### src/rtl/instr_fetcher_pkg.sv
// Shared definitions for the instruction fetcher.
//   fetch_state_t  : FSM encodings FETCH / MISS / FILL (2 bits)
//   INSTR_BYTES    : size of one instruction word in bytes
//   PC_ALIGN_MASK  : clears the byte-offset bits of a word address
//   pc_increment() : next sequential PC, wrapping modulo 2^32
package instr_fetcher_pkg;

    typedef enum logic [1:0] {
        FETCH = 2'd0,
        MISS  = 2'd1,
        FILL  = 2'd2
    } fetch_state_t;

    localparam int          INSTR_BYTES   = 4;
    localparam logic [31:0] PC_ALIGN_MASK = 32'hFFFF_FFFC;

    function automatic logic [31:0] pc_increment(input logic [31:0] pc);
        return pc + 32'(INSTR_BYTES);
    endfunction

endpackage

### src/rtl/instr_fetcher.sv
// Instruction fetch front end between the decoder and a direct-mapped I-cache.
// Looks up the current PC every cycle the output slot can accept a word, passes
// hits to the decoder, and services misses by reading memory and filling the cache
// before retrying the lookup. Back-end redirects flush the slot and restart at a new PC.
//
// Optional feature macro: IFETCH_STATS_EN adds saturating hit/miss counters.
//
// Ports:
//   clk_in, rst_in (async, active-low), rdy_in (global enable / freeze)
//   redirect_en, redirect_pc        : back-end PC redirect
//   icache_req_en/_addr, icache_hit/_instr        : cache lookup
//   icache_fill_en/_addr/_instr     : one-cycle cache write strobe
//   mem_req, mem_addr, mem_done, mem_data         : memory word read
//   out_valid, out_ready, out_instr, out_pc       : decoder handshake
//   hit_cnt, miss_cnt               : lookup statistics (IFETCH_STATS_EN only)
module instr_fetcher
    import instr_fetcher_pkg::*;
#(
    parameter logic [31:0] RESET_PC = 32'h0
`ifdef IFETCH_STATS_EN
    , parameter int STATS_WIDTH = 32
`endif
) (
    input  logic        clk_in,
    input  logic        rst_in,
    input  logic        rdy_in,
    input  logic        redirect_en,
    input  logic [31:0] redirect_pc,
    output logic        icache_req_en,
    output logic [31:0] icache_req_addr,
    input  logic        icache_hit,
    input  logic [31:0] icache_instr,
    output logic        icache_fill_en,
    output logic [31:0] icache_fill_addr,
    output logic [31:0] icache_fill_instr,
    output logic        mem_req,
    output logic [31:0] mem_addr,
    input  logic        mem_done,
    input  logic [31:0] mem_data,
    output logic        out_valid,
    input  logic        out_ready,
    output logic [31:0] out_instr,
    output logic [31:0] out_pc
`ifdef IFETCH_STATS_EN
    , output logic [STATS_WIDTH-1:0] hit_cnt
    , output logic [STATS_WIDTH-1:0] miss_cnt
`endif
);

    fetch_state_t state, state_d;
    logic [31:0]  pc, pc_d;
    logic         out_valid_d;
    logic [31:0]  out_instr_d, out_pc_d;
    logic         mem_req_d;
    logic [31:0]  mem_addr_d;
    logic         fill_en_d;
    logic [31:0]  fill_addr_d, fill_instr_d;
    logic         slot_free;

    // The slot can take a new word when it is empty or is being drained this cycle.
    // A redirect suppresses the lookup so nothing from the old path is issued.
    assign slot_free       = !out_valid || out_ready;
    assign icache_req_en   = rdy_in && (state == FETCH) && slot_free && !redirect_en;
    assign icache_req_addr = pc;

    // Next-state and next-value logic. mem_addr doubles as the miss address: it is
    // captured on the miss and stays stable until the fill is issued.
    // A redirect during MISS or FILL only retargets pc; the outstanding read and the
    // fill still complete because their data is valid for the missed address, and
    // FETCH then resumes from the new pc, so no separate discard flag is needed.
    always_comb begin
        state_d      = state;
        pc_d         = pc;
        out_valid_d  = out_valid;
        out_instr_d  = out_instr;
        out_pc_d     = out_pc;
        mem_req_d    = mem_req;
        mem_addr_d   = mem_addr;
        fill_en_d    = 1'b0;
        fill_addr_d  = icache_fill_addr;
        fill_instr_d = icache_fill_instr;

        if (out_valid && out_ready) begin
            out_valid_d = 1'b0;
        end

        case (state)
            FETCH: begin
                if (icache_req_en) begin
                    if (icache_hit) begin
                        out_valid_d = 1'b1;
                        out_instr_d = icache_instr;
                        out_pc_d    = pc;
                        pc_d        = pc_increment(pc);
                    end else begin
                        mem_req_d  = 1'b1;
                        mem_addr_d = pc;
                        state_d    = MISS;
                    end
                end
            end
            MISS: begin
                if (mem_done) begin
                    fill_addr_d  = mem_addr;
                    fill_instr_d = mem_data;
                    fill_en_d    = 1'b1;
                    mem_req_d    = 1'b0;
                    state_d      = FILL;
                end
            end
            FILL: begin
                state_d = FETCH;
            end
            default: begin
                state_d = FETCH;
            end
        endcase

        if (redirect_en) begin
            pc_d        = redirect_pc & PC_ALIGN_MASK;
            out_valid_d = 1'b0;
        end
    end

    // State register; rdy_in low freezes everything, including redirect handling.
    always_ff @(posedge clk_in or negedge rst_in) begin
        if (!rst_in) begin
            state             <= FETCH;
            pc                <= RESET_PC;
            out_valid         <= 1'b0;
            out_instr         <= 32'h0;
            out_pc            <= 32'h0;
            mem_req           <= 1'b0;
            mem_addr          <= 32'h0;
            icache_fill_en    <= 1'b0;
            icache_fill_addr  <= 32'h0;
            icache_fill_instr <= 32'h0;
        end else if (rdy_in) begin
            state             <= state_d;
            pc                <= pc_d;
            out_valid         <= out_valid_d;
            out_instr         <= out_instr_d;
            out_pc            <= out_pc_d;
            mem_req           <= mem_req_d;
            mem_addr          <= mem_addr_d;
            icache_fill_en    <= fill_en_d;
            icache_fill_addr  <= fill_addr_d;
            icache_fill_instr <= fill_instr_d;
        end
    end

`ifdef IFETCH_STATS_EN
    // Every issued lookup counts as exactly one hit or one miss; both stick at all-ones.
    always_ff @(posedge clk_in or negedge rst_in) begin
        if (!rst_in) begin
            hit_cnt  <= '0;
            miss_cnt <= '0;
        end else if (icache_req_en) begin
            if (icache_hit) begin
                if (hit_cnt != '1) begin
                    hit_cnt <= hit_cnt + 1'b1;
                end
            end else begin
                if (miss_cnt != '1) begin
                    miss_cnt <= miss_cnt + 1'b1;
                end
            end
        end
    end
`endif

endmodule

### config.mk
export PLATFORM = sky130hd
export DESIGN_NAME = instr_fetcher
export DESIGN_NICKNAME = d
export VERILOG_FILES = /design/src/rtl/instr_fetcher_pkg.sv /design/src/rtl/instr_fetcher.sv
export SDC_FILE = /design/constraint.sdc
export NUM_CORES = 1
export LEC_CHECK = 0
export BUFFER_PORTS_ARGS = -buffer_cell sky130_fd_sc_hd__buf_4
export CELL_PAD_IN_SITES_DETAIL_PLACEMENT = 0
export CELL_PAD_IN_SITES_GLOBAL_PLACEMENT = 1
export CORE_UTILIZATION = 35
export CTS_CLUSTER_SIZE = 14
export DETAILED_ROUTE_END_ITERATION = 10
export GPL_ROUTABILITY_DRIVEN = 0
export HOLD_SLACK_MARGIN = 0.03
export PLACE_DENSITY_LB_ADDON = 0.1
export SETUP_SLACK_MARGIN = 0.2
export SKIP_LAST_GASP = 1
export SYNTH_ARGS = -nofsm -noshare
export SYNTH_HDL_FRONTEND = slang
export SYNTH_SLANG_ARGS = --single-unit
### constraint.sdc
create_clock -name clk_in -period 1.85 [get_ports clk_in]
set_input_delay 0.2775 -clock clk_in [delete_from_list [all_inputs] [get_ports clk_in]]
set_output_delay 0.2775 -clock clk_in [all_outputs]
set_load 0.05 [all_outputs]
Word level (Yosys, flattened, before mapping)
Cells that the tools add are included.
{"block": "word_totals", "reg_bits": 197, "inputBits": 103, "output_inout_bits": 196, "word_cells": 53}
{"block": "classes", "add_sub_neg": 1, "eq_ne": 4, "muxes": 19, "bitwise": 1, "reduce_logical": 18}
{"operator": "$mux W32", "n": 4}
{"operator": "$add A32 B3 Y32 const B", "n": 1}
{"operator": "$reduce_and A4 Y1", "n": 4}
{"operator": "$mux W1", "n": 10}
{"operator": "$reduce_bool A2 Y1", "n": 4}
{"operator": "$mux W2", "n": 3}
{"operator": "$ne A2 B2 Y1 const B", "n": 3}
{"operator": "$reduce_and A5 Y1", "n": 1}
{"operator": "$logic_and A1 B1 Y1", "n": 4}
{"operator": "$pmux W2 S2", "n": 1}
{"operator": "$reduce_and A3 Y1", "n": 1}
{"operator": "$eq A2 B1 Y1 const B", "n": 1}
{"operator": "$logic_not A1 Y1", "n": 2}
{"operator": "$logic_not A2 Y1", "n": 1}
{"operator": "$pmux W1 S2", "n": 1}
{"operator": "$logic_or A1 B1 Y1", "n": 1}
{"operator": "$not A1 Y1", "n": 1}

Longest topological paths before layout
Gate-level depths: netlist of run 1.
{"block": "logic_depth", "depth_word": 7, "ltp_mapped": 8, "ltp_nobuf": 6}

Worst setup path before layout of run 1
OpenSTA, ideal clock, no wires.
{"block": "synth_path", "path_kind": "reg2reg", "from": "reg out_valid", "to": "reg mem_addr[15]", "setup_ps": 125, "t_arrival_ps": 2207, "required_ps": 1725, "slack_ps": -482, "stages_incl_launch_ff": 7, "path_buffers": 2, "period_less_slack_ps": 2332, "path_cell_list": "dfrtp_1 > nand2b_1 > and4_1 > nor2b_1 > clkbuf_1 > buf_4 > mux2_2"}
{"block": "synth_via", "elab_chain_cells": 5}
{"element": "start, declared", "line_no": "instr_fetcher.sv:40", "rtl": "output logic out_valid,"}
{"element": "start signal, assigned", "line_no": "instr_fetcher.sv:141", "rtl": "out_valid <= out_valid_d;"}
{"element": "$logic_not A1 Y1", "line_no": "instr_fetcher.sv:62", "rtl": "assign slot_free = !out_valid || out_ready;"}
{"element": "$logic_or A1 B1 Y1", "line_no": "instr_fetcher.sv:62"}
{"element": "$logic_and A1 B1 Y1 (2 in a row)", "line_no": "instr_fetcher.sv:63", "rtl": "assign icache_req_en = rdy_in && (state == FETCH) && slot_free && !redirect_en;"}
{"element": "net icache_req_en", "line_no": "instr_fetcher.sv:29", "rtl": "output logic icache_req_en,"}
{"element": "$reduce_and A4 Y1 (no source line)"}
{"element": "end signal, assigned", "line_no": "instr_fetcher.sv:145", "rtl": "mem_addr <= mem_addr_d;"}
{"element": "end, declared", "line_no": "instr_fetcher.sv:37", "rtl": "output logic [31:0] mem_addr,"}
The timed path passes the listed nets, and every way through them passes these cells.
A chain may end at the register's enable or synchronous reset.

Worst setup path after layout of run 1
{"block": "layout_path", "from": "reg state[0]", "to": "reg mem_addr[18]"}
{"block": "layout_via", "elab_chain_cells": 5}
{"element": "start, declared", "line_no": "instr_fetcher.sv:50", "rtl": "fetch_state_t state, state_d;"}
{"element": "start signal, assigned", "line_no": "instr_fetcher.sv:139", "rtl": "state <= state_d;"}
{"element": "$logic_not A2 Y1 *", "line_no": "instr_fetcher.sv:63, instr_fetcher.sv:87"}
{"element": "$logic_and A1 B1 Y1 (3 in a row)", "line_no": "instr_fetcher.sv:63"}
{"element": "$reduce_and A4 Y1 (no source line) *"}
Mark *: on every way between the ends. The rest lies on a longest branch, timed or not.

==> results of run 1 <==
-- cell type report --
type                       instances  area, um2  share of cell area
clock buffer                      19        443              0.0362
sequential                       189       4770               0.389
multi-input combinational        365       3380               0.276
clock inverter                    13        125              0.0102
tap                              285        357              0.0291
inverter                           9       33.8             0.00276
timing repair buffer             380       3140               0.256
-- routing by layer --
metal | track usage | vias to the layer above | wire [um]
li1 | - | 2888 | -
met2 | 0.324 | 205 | 11400
met1 | 0.246 | 3110 | 10100
met4 | 0.0533 | 0 | 160
met3 | 0.0499 | 9 | 1560
met5 | 0 | - | 0
-- registers in the layout, indices dropped and copies added (netlist names) --
| signal | cells |
|---|---|
| state | 2 |
| icache_fill_en | 1 |
| mem_req | 1 |
| out_pc | 30 |
| out_valid | 1 |
| icache_fill_addr | 30 |
| icache_req_addr | 30 |
| mem_addr | 30 |
| out_instr | 32 |
| icache_fill_instr | 32 |
-- what timing repair did --
item                                    in CTS  in global routing
hold buffers                                 1                  0
endpoints found under the setup margin     107                177
cloned                                       0                  3
pin swaps                                   11                 12
setup buffers                               24                 11
resized for setup                           23                 31
endpoints found under the hold margin       44                  0
-- worst paths after layout --
check,startpoint,to,slack [ns]
worst max register to register,state[0]$_DFFE_PN0P_,mem_addr[18]$_DFFE_PN0P_,0.09
worst min-delay path,icache_instr[6],out_instr[6]$_DFFE_PN0P_,0.07
worst max-delay path,state[0]$_DFFE_PN0P_,mem_addr[18]$_DFFE_PN0P_,0.09
worst min register to register,mem_req$_DFFE_PN0P_,mem_req$_DFFE_PN0P_,0.48
min in group asynchronous,rst_in,icache_fill_instr[28]$_DFFE_PN0P_,0.38
max in group asynchronous,rst_in,mem_addr[22]$_DFFE_PN0P_,0.81
-- power by group through the flow --
| stage | clock network, W | logic, W | registers (W) |
|---|---|---|---|
| final | 0.00357 | 0.0127 | 0.00703 |
| after floorplan | 0 | 0.00230 | 0.0132 |
| after global routing | 0.00385 | 0.0132 | 0.00731 |
| after detailed placement | 0 | 0.0125 | 0.00716 |
| after global placement | 0 | 0.0123 | 0.00705 |
| after CTS | 0.00368 | 0.0127 | 0.00706 |
-- worst max-delay path: stages (launching register included) --
cell and delay [ns]:
dfrtp_1 0.39, buf_6 0.13, nor2_4 0.08, and4_4 0.24
nor2b_4 0.21, buf_12 0.14, clkbuf_16 0.15, mux2_4 0.29
-- metrics by stage --
stage	area (um2)	total power, W
finish	12200	0.0233
global route	12200	0.0244
CTS	12000	0.0234
detailed placement	11100	0.0196
global placement	11100	0.0194
floorplan	8400	0.0155
-- cells by family (layout without fill, tap and decap cells) --
| group | count (synthesis) | in the layout | share of synthesized area |
|---|---|---|---|
| other | 1 | 8 | 0.000465 |
| buffers and inverters | 57 | 421 | 0.0373 |
| DFF | 189 | 189 | 0.587 |
| xor gates and xnor gates | 6 | 6 | 0.00652 |
| AOI/OAI and AO/OA | 78 | 78 | 0.0601 |
| muxes | 154 | 154 | 0.215 |
| adders and majority gates | 1 | 1 | 0.00155 |
| and+or+nand+nor | 118 | 118 | 0.0924 |
-- cell usage in the layout (no fill, tap or decap), types with 4 or more instances in the layout --
| cell type | instances |
|---|---|
| nor4_4 | 5 |
| o22ai_1 | 6 |
| dfrtp_1 | 161 |
| mux2_4 | 38 |
| a21oi_1 | 20 |
| conb_1 | 8 |
| xnor2_1 | 5 |
| buf_4 | 348 |
| buf_12 | 13 |
| dfrtp_2 | 26 |
| nor3_1 | 7 |
| clkinv_4 | 5 |
| inv_1 | 8 |
| mux2_2 | 114 |
| nor2_1 | 19 |
| nand2_1 | 13 |
| nand4_1 | 10 |
| buf_6 | 11 |
| and2_1 | 4 |
| nand3_1 | 8 |
| nand3b_1 | 4 |
| nand2_2 | 4 |
| o21ai_0 | 25 |
| clkbuf_16 | 20 |
==> metrics.yaml, run 1 <==
status: "complete, no violations"
drc: 0
max_freq_mhz: 569
die_h_um: 154
avgViaCountPerCell: 4.93
cap_violations: 0
wl_mm: 23.2
fin_setup_tns_ns: 0
overflow: 0
period_minus_slack_ns: 1.76
async_flop_share: 1.00
reg2reg_depth: 7
numClockSinks: 189
vias: 6212
cp_max_fo: 6
place_ws_ns: -0.00737
start_util: 0.356
drive_gt1_frac: 0.651
syn_to_final_growth_pct: 52.0
grt_max_degree: 66
fin_nets: 1066
synth_cell_type_count: 59
rows: 55
yosys_warnings: 0
yosys-top-cells-count: "dfrtp_1, mux2_2, o21ai_0"
drtIter0Drc: 233
pwr-share-seq: 0.301
hp-class: "input port to register"
pin_count: 299
cts_tree: "done"
track_usage: 0.193
powerDensity_nw_per_um2: 1910
rsz0062_at_grt: "true"
first_pass_iters: 4
ys_top_cells_by_area: "dfrtp_1, mux2_2, o21ai_0"
fin_cells: 1260
combinationalPowerShare: 0.546
switching_power_w: 0.0112
synth-edff-count: 0
hold_viol: 0
antenna_found_initial: 0
core_area_um2: 22600
setup.worst_path.start_class: "register"
maxSlewViolCount: 0
synth.most_common_cell: "dfrtp_1"
ctsLongestPathBuffers: 2
cts_made_buffers: 17
grt_pass1_vias: 6454
place_inst: 1189
p_leak_nw: 5.76
synth_cells: 604
die-area_um2: 23600
wl_per_cell_um: 18.4
swShare: 0.481
fin_skew_ns: 0.0105
n_antenna_cell: 0
irDropWorstVdd_mv: 0.859
holdPathStages: 2
fill_cells: 1967
fin_crit_sh: 0.951
root_buffer: "clkbuf_16"
synth_top_cell_by_area: "dfrtp_1"
io_buffers: 288
worstSetupEndpointType: "register"
ys_seq_area_frac: 0.587
cp.required_ns: 2.17
timing.final.ws_setup_ns: 0.0912
ys.flop_type: "dfrtp_1"
whs_ns: 0.0701
ant_nets: 0
syn_area_per_cell_um2: 13.3
synthesis.area_um2: 8060
synth_top_area_frac: 0.587
dp_hpwl_mm: 16.1
setup_viol: 0
clock_latency_ns: 0.43
h-tree-depth: 4
path_class: "register to register"
p_int_w: 0.0121
synth-seq-cells: 189
die_x_um: 154
clockPowerShare: 0.153
final_core_util: 0.541
grt_pass1_wl_mm: 35.6
clkSlewWorstSetupHoldPaths_ns: 0.08
arrival_ns: 2.07
Power figures use the tool's default switching activity.
==> inputs of run 2 (changes only) <==
--- a/config.mk
+++ b/config.mk
@@ -5,16 +5,18 @@
 export SDC_FILE = /design/constraint.sdc
 export NUM_CORES = 1
 export LEC_CHECK = 0
+export ABC_AREA = 1
 export BUFFER_PORTS_ARGS = -buffer_cell sky130_fd_sc_hd__buf_4
 export CELL_PAD_IN_SITES_DETAIL_PLACEMENT = 0
 export CELL_PAD_IN_SITES_GLOBAL_PLACEMENT = 1
-export CORE_UTILIZATION = 35
+export CORE_UTILIZATION = 32
 export CTS_CLUSTER_SIZE = 14
 export DETAILED_ROUTE_END_ITERATION = 10
 export GPL_ROUTABILITY_DRIVEN = 0
 export HOLD_SLACK_MARGIN = 0.03
 export PLACE_DENSITY_LB_ADDON = 0.1
 export SETUP_SLACK_MARGIN = 0.2
+export SKIP_CTS_REPAIR_TIMING = 1
 export SKIP_LAST_GASP = 1
 export SYNTH_ARGS = -nofsm -noshare
 export SYNTH_HDL_FRONTEND = slang
==> metrics.yaml, run 2 <==
status: "complete, no violations"
ant_nets: 0  # unchanged
n_antenna_cell: 0  # unchanged
avgViaCountPerCell: 4.43  # -10%
arrival_ns: 1.41  # -0.66 ns
worstSetupEndpointType: "output pin"
grt_pass1_wl_mm: 38.6  # +8.5%
path_class: "register to output pin"
crit_top_cell: "nor2_4"
dp_hpwl_mm: 18.7  # +16%
die_h_um: 164  # +6.9%
cp.required_ns: 1.57  # -0.60 ns
multi_input_comb_area_um2: 3330  # -1.4%
numClockSinks: 189  # unchanged
hp-class: "input port to register"
overflow: 0  # unchanged
fin_skew_ns: 0.0118  # +0.00127 ns
setup.worst_path.start_class: "register"
root_buffer: "clkbuf_16"
drive_gt1_frac: 0.313  # -0.338
maxSlewViolCount: 0  # unchanged
synth_top_area_frac: 0.561  # -0.0259
hold_viol: 0  # unchanged
clock_latency_ns: 0.43  # about the same
die_x_um: 164  # +6.9%
largestRegisters: "icache_fill_instr (32), out_instr (32)"
wl_per_cell_um: 15.5  # -16%
p_leak_nw: 6.30  # +9.4%
ctsLongestPathBuffers: 2  # unchanged
first_pass_iters: 4  # unchanged
rows: 59  # +7.3%
die-area_um2: 27000  # +14%
place_ws_ns: 0.178  # +0.186 ns
whs_ns: 0.0374  # -0.0327 ns
synth-seq-cells: 189  # unchanged
grt_max_degree: 63  # -4.5%
clkSlewWorstSetupHoldPaths_ns: 0.08  # about the same
synth_cell_type_count: 27  # -54%
yosys_warnings: 0  # unchanged
ys_seq_area_frac: 0.561  # -0.0259
finalPower_w: 0.0230  # -1.3%
rsz0062_at_grt: "true"
fill_cells: 2665  # +35%
yosys-top-cells-count: "nand2_1, dfrtp_1, nor2_1"
h-tree-depth: 4  # unchanged
pin_count: 299  # unchanged
wl_mm: 26.3  # +13%
start_util: 0.324  # -0.0315
max_stage_delay_ns: 0.43  # +0.04 ns
io_buffers: 288  # unchanged
period_minus_slack_ns: 1.69  # -0.0734 ns
antenna_found_initial: 0  # unchanged
path_cells: "nor2_4 > nand3_4 > nor2_4 > buf_8"
synthesis.area_um2: 8430  # +4.6%
fin_crit_sh: 0.911  # -0.0397
synth.most_common_cell: "nand2_1"
synth_top_cell_by_area: "dfrtp_1"
powerDensity_nw_per_um2: 1920  # +0.89%
ys_top_cells_by_area: "dfrtp_1, nand2_1, nand3_1"
sequential_cell_area_um2: 4750  # -0.34%
reg2reg_depth: 8  # +1
track_usage: 0.189  # -0.00403
layout_commonest_cell: "nand2_1"
drc: 0  # unchanged
cp_slowest_cell: "dfrtp_2"
fin_nets: 1449  # +36%
async_flop_share: 1.00  # unchanged
fin_cells: 1693  # +34%
drtIter0Drc: 368  # +58%
grt_pass1_vias: 6606  # +2.4%
timing.final.ws_setup_ns: 0.165  # +0.0734 ns
holdPathStages: 3  # +1
fin_setup_tns_ns: 0  # unchanged
cts_made_buffers: 17  # unchanged
ys.flop_type: "dfrtp_1"
irDropWorstVdd_mv: 1.03  # +20%
syn_to_final_growth_pct: 42.2
setup_viol: 0  # unchanged
synth_cells: 1040  # +72%
final_cell_mix: "nand2_1, buf_4, dfrtp_1"
core_area_um2: 26000  # +15%
cp_max_fo: 3  # -3
syn_area_per_cell_um2: 8.11  # -39%
vias: 7508  # +21%
cap_violations: 0  # unchanged
synth-edff-count: 0  # unchanged
place_inst: 1633  # +37%
cts_tree: "done"
max_freq_mhz: 593  # +4.4%
run 2: changes by cell type after synthesis, moves of 10 or more:
cell / delta
a21oi_1: -19
inv_1: +35
mux2_2: -151
nand2_1: +473
nand3_1: +61
nor2_1: +54
nor3_1: -10
o21ai_0: +22
o21ai_1: +13
o21ai_2: +21
run 2: routing by layer:
metal | GRT usage | wire length (um)
met3 | 0.0333 | 1600
met4 | 0.0585 | 408
met2 | 0.276 | 11800
met5 | 0 | 0
met1 | 0.282 | 12500
run 2: per-stage QoR:
step,util,cell area (um2)
2_1_floorplan,-,8500
3_3_place_gp,0.423,11000
3_5_place_dp,0.423,11000
4_1_cts,0.446,11600
5_1_grt,0.461,12000
6_report,0.461,12000
run 2: path summary, 6_finish.rpt:
| path | from | to | slack [ns] |
|---|---|---|---|
| setup / recovery | state[0]$_DFFE_PN0P_ | icache_req_en | 0.16 |
| hold / removal | mem_data[7] | icache_fill_instr[7]$_DFFE_PN0P_ | 0.04 |
| setup reg to reg | state[0]$_DFFE_PN0P_ | icache_req_addr[22]$_DFFE_PN0P_ | 0.25 |
| hold reg to reg | out_instr[7]$_DFFE_PN0P_ | out_instr[7]$_DFFE_PN0P_ | 0.47 |
| max in group asynchronous | rst_in | out_valid$_DFFE_PN0P_ | 0.94 |
| min in group asynchronous | rst_in | icache_fill_addr[4]$_DFFE_PN0P_ | 0.27 |
run 2: layout make-up:
class                   count  area share
clock buffers              18      0.0358
repair buffers            335       0.225
flip-flops and latches    189       0.397
multi-input cells         754       0.278
well taps                 335      0.0350
clock inverters            14      0.0140
inverters                  48      0.0154
run 2: logic make-up after synthesis:
family                     Yosys count  share of synthesized area
DFF                                189                      0.561
AOI/OAI and AO/OA                   84                     0.0592
other                                1                   0.000445
buffers and inverters              104                     0.0625
xor gates and xnor gates             5                    0.00519
adders and majority gates            1                    0.00148
and+or+nand+nor                    656                      0.310
run 2: worst max-delay path: cells and delay by family, from the launching register on:
| family | cells | cell delay [ns] |
|---|---|---|
| buffers and inverters | 1 | 0.16 |
| and+or+nand+nor | 3 | 0.39 |
| DFF | 1 | 0.43 |
run 2: report_power, final:
part           internal (W)  switching, W  total [W]  leakage, nW
clock               0.00183       0.00186    0.00369        0.289
combinational       0.00341       0.00880     0.0122         3.64
sequential          0.00585       0.00129    0.00714         2.37
total                0.0111        0.0120     0.0230         6.30
